**src/rtl/frame_scan_11011_if.sv**
```systemverilog
// Frame-in / result-out handshake bundle for frame_scan_11011.
// The master side drives frames and takes results; the slave side is the scanner.
interface frame_scan_11011_if #(
   parameter int W = 16
) ();
   localparam int CW = $clog2(W + 1);
   localparam int PW = $clog2(W);

   logic          in_valid;
   logic          in_ready;
   logic [W-1:0]  in_data;
   logic          out_valid;
   logic          out_ready;
   logic [CW-1:0] match_cnt;
   logic          found;
   logic [PW-1:0] first_pos;

   modport master (
      output in_valid, in_data, out_ready,
      input  in_ready, out_valid, match_cnt, found, first_pos
   );

   modport slave (
      input  in_valid, in_data, out_ready,
      output in_ready, out_valid, match_cnt, found, first_pos
   );
endinterface

```
**src/rtl/frame_scan_11011.sv**
```systemverilog
// Frame sequencer: serializes a W-bit frame MSB-first into an overlapping 11011 Moore detector.
// Define FRAME_SCAN_CARRY_EN to keep detector state across frames (default: cleared per frame).
module frame_scan_11011 #(
   parameter int W = 16
) (
   input  logic                clk,
   input  logic                rst,
   frame_scan_11011_if.slave   bus,
   output logic                busy,
   output logic                det_out
);
   localparam int CW = $clog2(W + 1);
   localparam int PW = $clog2(W);
   localparam logic [PW-1:0] LAST_IDX = PW'(W - 1);

   typedef enum logic [1:0] {IDLE, SHIFT, REPORT} state_t;
   typedef enum logic [2:0] {S0, S1, S2, S3, S4, S5} det_t;

   state_t        state_q, state_d;
   det_t          det_q, det_d, det_step;
   logic [W-1:0]  frame_q, frame_d;
   logic [PW-1:0] idx_q, idx_d;
   logic [CW-1:0] match_cnt_q, match_cnt_d;
   logic          found_q, found_d;
   logic [PW-1:0] first_pos_q, first_pos_d;
   logic          out_valid_q, out_valid_d;
   logic          det_out_q, det_out_d;
   logic          in_bit;

   // State register
   always_ff @(posedge clk or negedge rst) begin
      if (!rst) begin
         state_q <= IDLE;
      end else begin
         state_q <= state_d;
      end
   end

   // Next-state logic
   always_comb begin
      state_d = state_q;
      case (state_q)
         IDLE:    if (bus.in_valid)      state_d = SHIFT;
         SHIFT:   if (idx_q == LAST_IDX) state_d = REPORT;
         REPORT:  if (bus.out_ready)     state_d = IDLE;
         default:                        state_d = IDLE;
      endcase
   end

   // State-decoded outputs
   always_comb begin
      bus.in_ready = (state_q == IDLE);
      busy         = (state_q != IDLE);
   end

   // The frame register shifts left, so its MSB is always the bit at the current idx.
   assign in_bit = frame_q[W-1];

   always_comb begin
      det_step = S0;
      case (det_q)
         S0:      det_step = in_bit ? S1 : S0;
         S1:      det_step = in_bit ? S2 : S0;
         S2:      det_step = in_bit ? S2 : S3;
         S3:      det_step = in_bit ? S4 : S0;
         S4:      det_step = in_bit ? S5 : S0;
         S5:      det_step = in_bit ? S2 : S3;
         default: det_step = S0;
      endcase
   end

   always_comb begin
      frame_d     = frame_q;
      idx_d       = idx_q;
      det_d       = det_q;
      match_cnt_d = match_cnt_q;
      found_d     = found_q;
      first_pos_d = first_pos_q;
      out_valid_d = out_valid_q;
      case (state_q)
         IDLE: begin
            if (bus.in_valid) begin
               frame_d     = bus.in_data;
               idx_d       = '0;
               match_cnt_d = '0;
               found_d     = 1'b0;
               first_pos_d = '0;
`ifdef FRAME_SCAN_CARRY_EN
               det_d       = det_q;
`else
               det_d       = S0;
`endif
            end
         end
         SHIFT: begin
            frame_d = {frame_q[W-2:0], 1'b0};
            idx_d   = idx_q + 1'b1;
            det_d   = det_step;
            if (det_step == S5) begin
               match_cnt_d = match_cnt_q + 1'b1;
               if (!found_q) begin
                  found_d     = 1'b1;
                  first_pos_d = idx_q;
               end
            end
            if (idx_q == LAST_IDX) out_valid_d = 1'b1;
         end
         REPORT: begin
            if (bus.out_ready) out_valid_d = 1'b0;
         end
         default: ;
      endcase
      det_out_d = (det_d == S5);
   end

   always_ff @(posedge clk or negedge rst) begin
      if (!rst) begin
         frame_q     <= '0;
         idx_q       <= '0;
         det_q       <= S0;
         match_cnt_q <= '0;
         found_q     <= 1'b0;
         first_pos_q <= '0;
         out_valid_q <= 1'b0;
         det_out_q   <= 1'b0;
      end else begin
         frame_q     <= frame_d;
         idx_q       <= idx_d;
         det_q       <= det_d;
         match_cnt_q <= match_cnt_d;
         found_q     <= found_d;
         first_pos_q <= first_pos_d;
         out_valid_q <= out_valid_d;
         det_out_q   <= det_out_d;
      end
   end

   assign bus.out_valid = out_valid_q;
   assign bus.match_cnt = match_cnt_q;
   assign bus.found     = found_q;
   assign bus.first_pos = first_pos_q;
   assign det_out       = det_out_q;
endmodule

```
**src/flat_wrapper.sv**
```systemverilog
// flat-port wrapper written by rule: the top's interface ports become plain ports
module frame_scan_11011_flat 
#(
   parameter int W = 16
)
  (clk, rst, busy, det_out, bus_in_valid, bus_in_data, bus_out_ready, bus_in_ready, bus_out_valid, bus_match_cnt, bus_found, bus_first_pos);
  frame_scan_11011_if #(.W(W)) bus_i ();
  input  logic clk;
  input  logic rst;
  output logic busy;
  output logic det_out;
  input wire logic [$bits(bus_i.in_valid)-1:0] bus_in_valid;
  input wire logic [$bits(bus_i.in_data)-1:0] bus_in_data;
  input wire logic [$bits(bus_i.out_ready)-1:0] bus_out_ready;
  output wire logic [$bits(bus_i.in_ready)-1:0] bus_in_ready;
  output wire logic [$bits(bus_i.out_valid)-1:0] bus_out_valid;
  output wire logic [$bits(bus_i.match_cnt)-1:0] bus_match_cnt;
  output wire logic [$bits(bus_i.found)-1:0] bus_found;
  output wire logic [$bits(bus_i.first_pos)-1:0] bus_first_pos;
  assign bus_i.in_valid = bus_in_valid;
  assign bus_i.in_data = bus_in_data;
  assign bus_i.out_ready = bus_out_ready;
  assign bus_in_ready = bus_i.in_ready;
  assign bus_out_valid = bus_i.out_valid;
  assign bus_match_cnt = bus_i.match_cnt;
  assign bus_found = bus_i.found;
  assign bus_first_pos = bus_i.first_pos;
  frame_scan_11011 #(.W(W)) u_core (.clk(clk), .rst(rst), .bus(bus_i), .busy(busy), .det_out(det_out));
endmodule
```
**config.mk**
```make
export PLATFORM = sky130hd
export DESIGN_NAME = frame_scan_11011_flat
export DESIGN_NICKNAME = d
export VERILOG_FILES = /design/src/rtl/frame_scan_11011_if.sv /design/src/rtl/frame_scan_11011.sv /design/src/flat_wrapper.sv
export SDC_FILE = /design/constraint.sdc
export NUM_CORES = 1
export LEC_CHECK = 0
export ABC_AREA = 0
export CAP_MARGIN = 30
export CORE_ASPECT_RATIO = 0.9
export CORE_MARGIN = 10
export CORE_UTILIZATION = 45
export CTS_BUF_LIST = sky130_fd_sc_hd__clkbuf_8 sky130_fd_sc_hd__clkbuf_16
export DETAILED_ROUTE_END_ITERATION = 10
export MAX_ROUTING_LAYER = met4
export PLACE_DENSITY_LB_ADDON = 0.2
export SYNTH_ARGS = -nofsm -noshare
export SYNTH_HDL_FRONTEND = slang
export SYNTH_SLANG_ARGS = --single-unit
```
**constraint.sdc**
```tcl
create_clock -name clk -period 1.43 [get_ports clk]
set_input_delay 0.286 -clock clk [delete_from_list [all_inputs] [get_ports clk]]
set_output_delay 0.286 -clock clk [all_outputs]
set_load 0.01 [all_outputs]
```
==> run metrics, run 1 <==
CP Capture Type flop; Setup violations, final 0; startpoint types flop; share of post-route cells with drive strength above 1 0.225; H-Tree Depth 2; share of the synthesized area in the top cell type 0.490; clock latency on the worst-skew pair 290 ps; P per Cell Area 1680 nW/µm²; Die Span Y 81.5 µm; Clock transition at path regs 70 ps; most frequent cell after synthesis dfrtp_1; IO Count 34; max-slew violations 0; GRT Overall Usage 0.138; initial antenna violation count 0; yosys warns 0; clock root cell clkbuf_8; Port Buffers 33; CTS Sinks 37; Routed WL 4850 µm; drc violations 0; Area Growth Syn to Fin 40.2%; synthesized flop and latch total 37; CTS tree yes; VDD IR max 838 µV; die footprint 7200 µm²; largest net degree at the start of global routing 22; slew margin rel. 0.718; Critical Path AT 1610 ps; vias per cell 5.78; Syn Area/Cell 10.1 µm²; number of nets in the layout 262; async set-or-reset flop fraction in the synthesized netlist 1.00; initial DRC count 100; # diodes 0; cell taking the most area after synthesis dfrtp_1; Mapped Area 1890 µm²; clk buf depth 2; RSZ-0062 raised after global routing yes; Period minus WS final 1400 ps; max cap viols 0; core area 4070 µm²; Cell variety after synth 40; Clock Skew 3.83 ps; top post-synthesis cells by count dfrtp_1 (37), nand2_1 (23), o21ai_0 (15); Worst EP required 1640 ps; Post-Layout Cell Count 288; worst hold-check path type input pin to asynchronous set/reset pin; row count 22; Worst-Margin Slew 423 ps; Routed Antenna Nets 0; Sum Neg Setup Slack 0 ps; first-pass GRT wire length 7600 µm; total gr overflow 0; via count 1,666; total power 4460 µW; Initial Util 0.464; Hold Worst Slack 463 ps; syn nets 209; fmax 716 MHz; Core Util, Final 0.651; CTS Buf Count 5; dpl hpwl 3390 µm; Post-synth EDFFs 0; critical setup path kind flop to flop; DR pass1 iterations 4; outcome complete, no violations; Tcrit/Tclk final 0.977; Final Hold Vio Count 0; crit path max fanout 7; Leak 0.00127 µW; register area share after synthesis 0.490; placer congestion estimate 0.855; Post-Place Cells 275; Synth Flop Type dfrtp_1; drt wl/cell 16.8 µm; DIE WIDTH 88.3 µm; vias in the first global route 1,663; top post-synthesis cells by area dfrtp_1 (49%), mux2i_1 (5.8%), nand2_1 (4.6%); cell count after synthesis 187
-- cell usage in the layout (no fill, tap or decap), types with 2 or more instances in the layout --
| cell type | n |
|---|---|
| dfrtp_1 | 37 |
| nand2_1 | 20 |
| clkdlybuf4s50_1 | 18 |
| o21ai_0 | 13 |
| buf_4 | 13 |
| dlygate4sd2_1 | 12 |
| o21ai_1 | 11 |
| mux2i_1 | 11 |
| a21oi_1 | 8 |
| inv_1 | 7 |
| o211ai_1 | 7 |
| clkbuf_8 | 6 |
| nor2_1 | 5 |
| buf_12 | 5 |
| nand3_1 | 4 |
| o21ai_2 | 4 |
| and2b_1 | 4 |
| a22oi_1 | 4 |
| nand2b_1 | 3 |
| o311ai_2 | 3 |
| xor2_1 | 3 |
| nand2_2 | 3 |
| clkbuf_16 | 3 |
| nor2b_1 | 2 |
| nand4_1 | 2 |
| nor2b_2 | 2 |
| nand4bb_2 | 2 |
| and3_1 | 2 |
| ha_1 | 2 |
| clkbuf_2 | 2 |
| buf_6 | 2 |
-- stage by stage --
step	setup WS, ps	instance area (µm²)
floorplan	125	1890
global placement	-206	2410
detailed placement	-222	2410
CTS	10.7	2500
global route	-39.1	2650
finish	32.6	2650
-- critical path, cell delays in order (launching register included) --
cell	delay (ps)
dfrtp_1	400
buf_6	140
buf_8	120
o21bai_4	250
buf_12	170
buf_12	120
nand2_2	60
o21ai_2	60
-- worst paths after layout --
check | startpoint | to | slack, ps | cells after the start
worst max-delay path | u_core.state_q[0] | u_core.frame_q[12] | 30 | 7
worst min-delay path | rst | u_core.bus.match_cnt[3] | 460 | 2
worst max register to register | u_core.state_q[0] | u_core.frame_q[12] | 30 | 7
worst min register to register | u_core.frame_q[8] | u_core.frame_q[8] | 480 | 2
max in group asynchronous | rst | u_core.frame_q[7] | 510 | 3
min in group clk | u_core.frame_q[8] | u_core.frame_q[8] | 480 | 2
-- where the power goes --
part | internal, µW | switching (µW) | total [µW]
registers | 1410 | 332 | 1750
clock network | 375 | 344 | 719
logic | 1050 | 949 | 1990
-- flip-flops by register name, summed over array words and instances, names as in the netlist --
name                  count
u_core.det_out            1
u_core.bus.out_valid      1
u_core.frame_q           16
u_core.det_q              3
u_core.bus.match_cnt      5
u_core.bus.first_pos      4
u_core.idx_q              4
u_core.bus.found          1
u_core.state_q            2
-- logic make-up (layout without fill, tap and decap cells) --
kind of cell / after synthesis / count (layout) / synth area share
AOI/OAI and AO/OA: 58 / 58 / 0.206
buffers and inverters: 18 / 71 / 0.0503
muxes: 11 / 11 / 0.0582
and+or+nand+nor: 58 / 58 / 0.169
xor gates and xnor gates: 3 / 3 / 0.0139
DFF: 37 / 37 / 0.490
adders and majority gates: 2 / 2 / 0.0132
-- per-layer routing --
metal	wire, µm	vias to the layer above	GRT usage
met1	1940	813	0.151
met5	0	-	-
li1	-	781	-
met2	2450	61	0.227
met3	367	11	0.0435
met4	91	0	0.0613
-- final cells by class --
| cell class | instances | area [µm²] |
|---|---|---|
| Clock buffer | 6 | 82.6 |
| Fill cell | 334 | 1420 |
| Inverter | 6 | 22.5 |
| Timing Repair Buffer | 58 | 621 |
| Tap cell | 48 | 60.1 |
| Clock inverter | 1 | 3.75 |
| Sequential cell | 37 | 926 |
| Multi-Input combinational cell | 132 | 936 |
-- what timing repair did --
action,in CTS,in global routing
hold buffers,1,0
buffers inserted,0,2
hold endpoints to repair,16,0
cloned,0,3
endpoints found under the setup margin,15,19
pin swaps,1,3
gates resized for setup,18,23
Power figures use the tool's default switching activity.
==> run 2, diff against run 1 <==
--- a/config.mk
+++ b/config.mk
@@ -5,7 +5,6 @@
 export SDC_FILE = /design/constraint.sdc
 export NUM_CORES = 1
 export LEC_CHECK = 0
-export ABC_AREA = 0
 export CAP_MARGIN = 30
 export CORE_ASPECT_RATIO = 0.9
 export CORE_MARGIN = 10
==> results of run 2 <==
No change in the layout: final DEF, timing and power equal those of run 1.
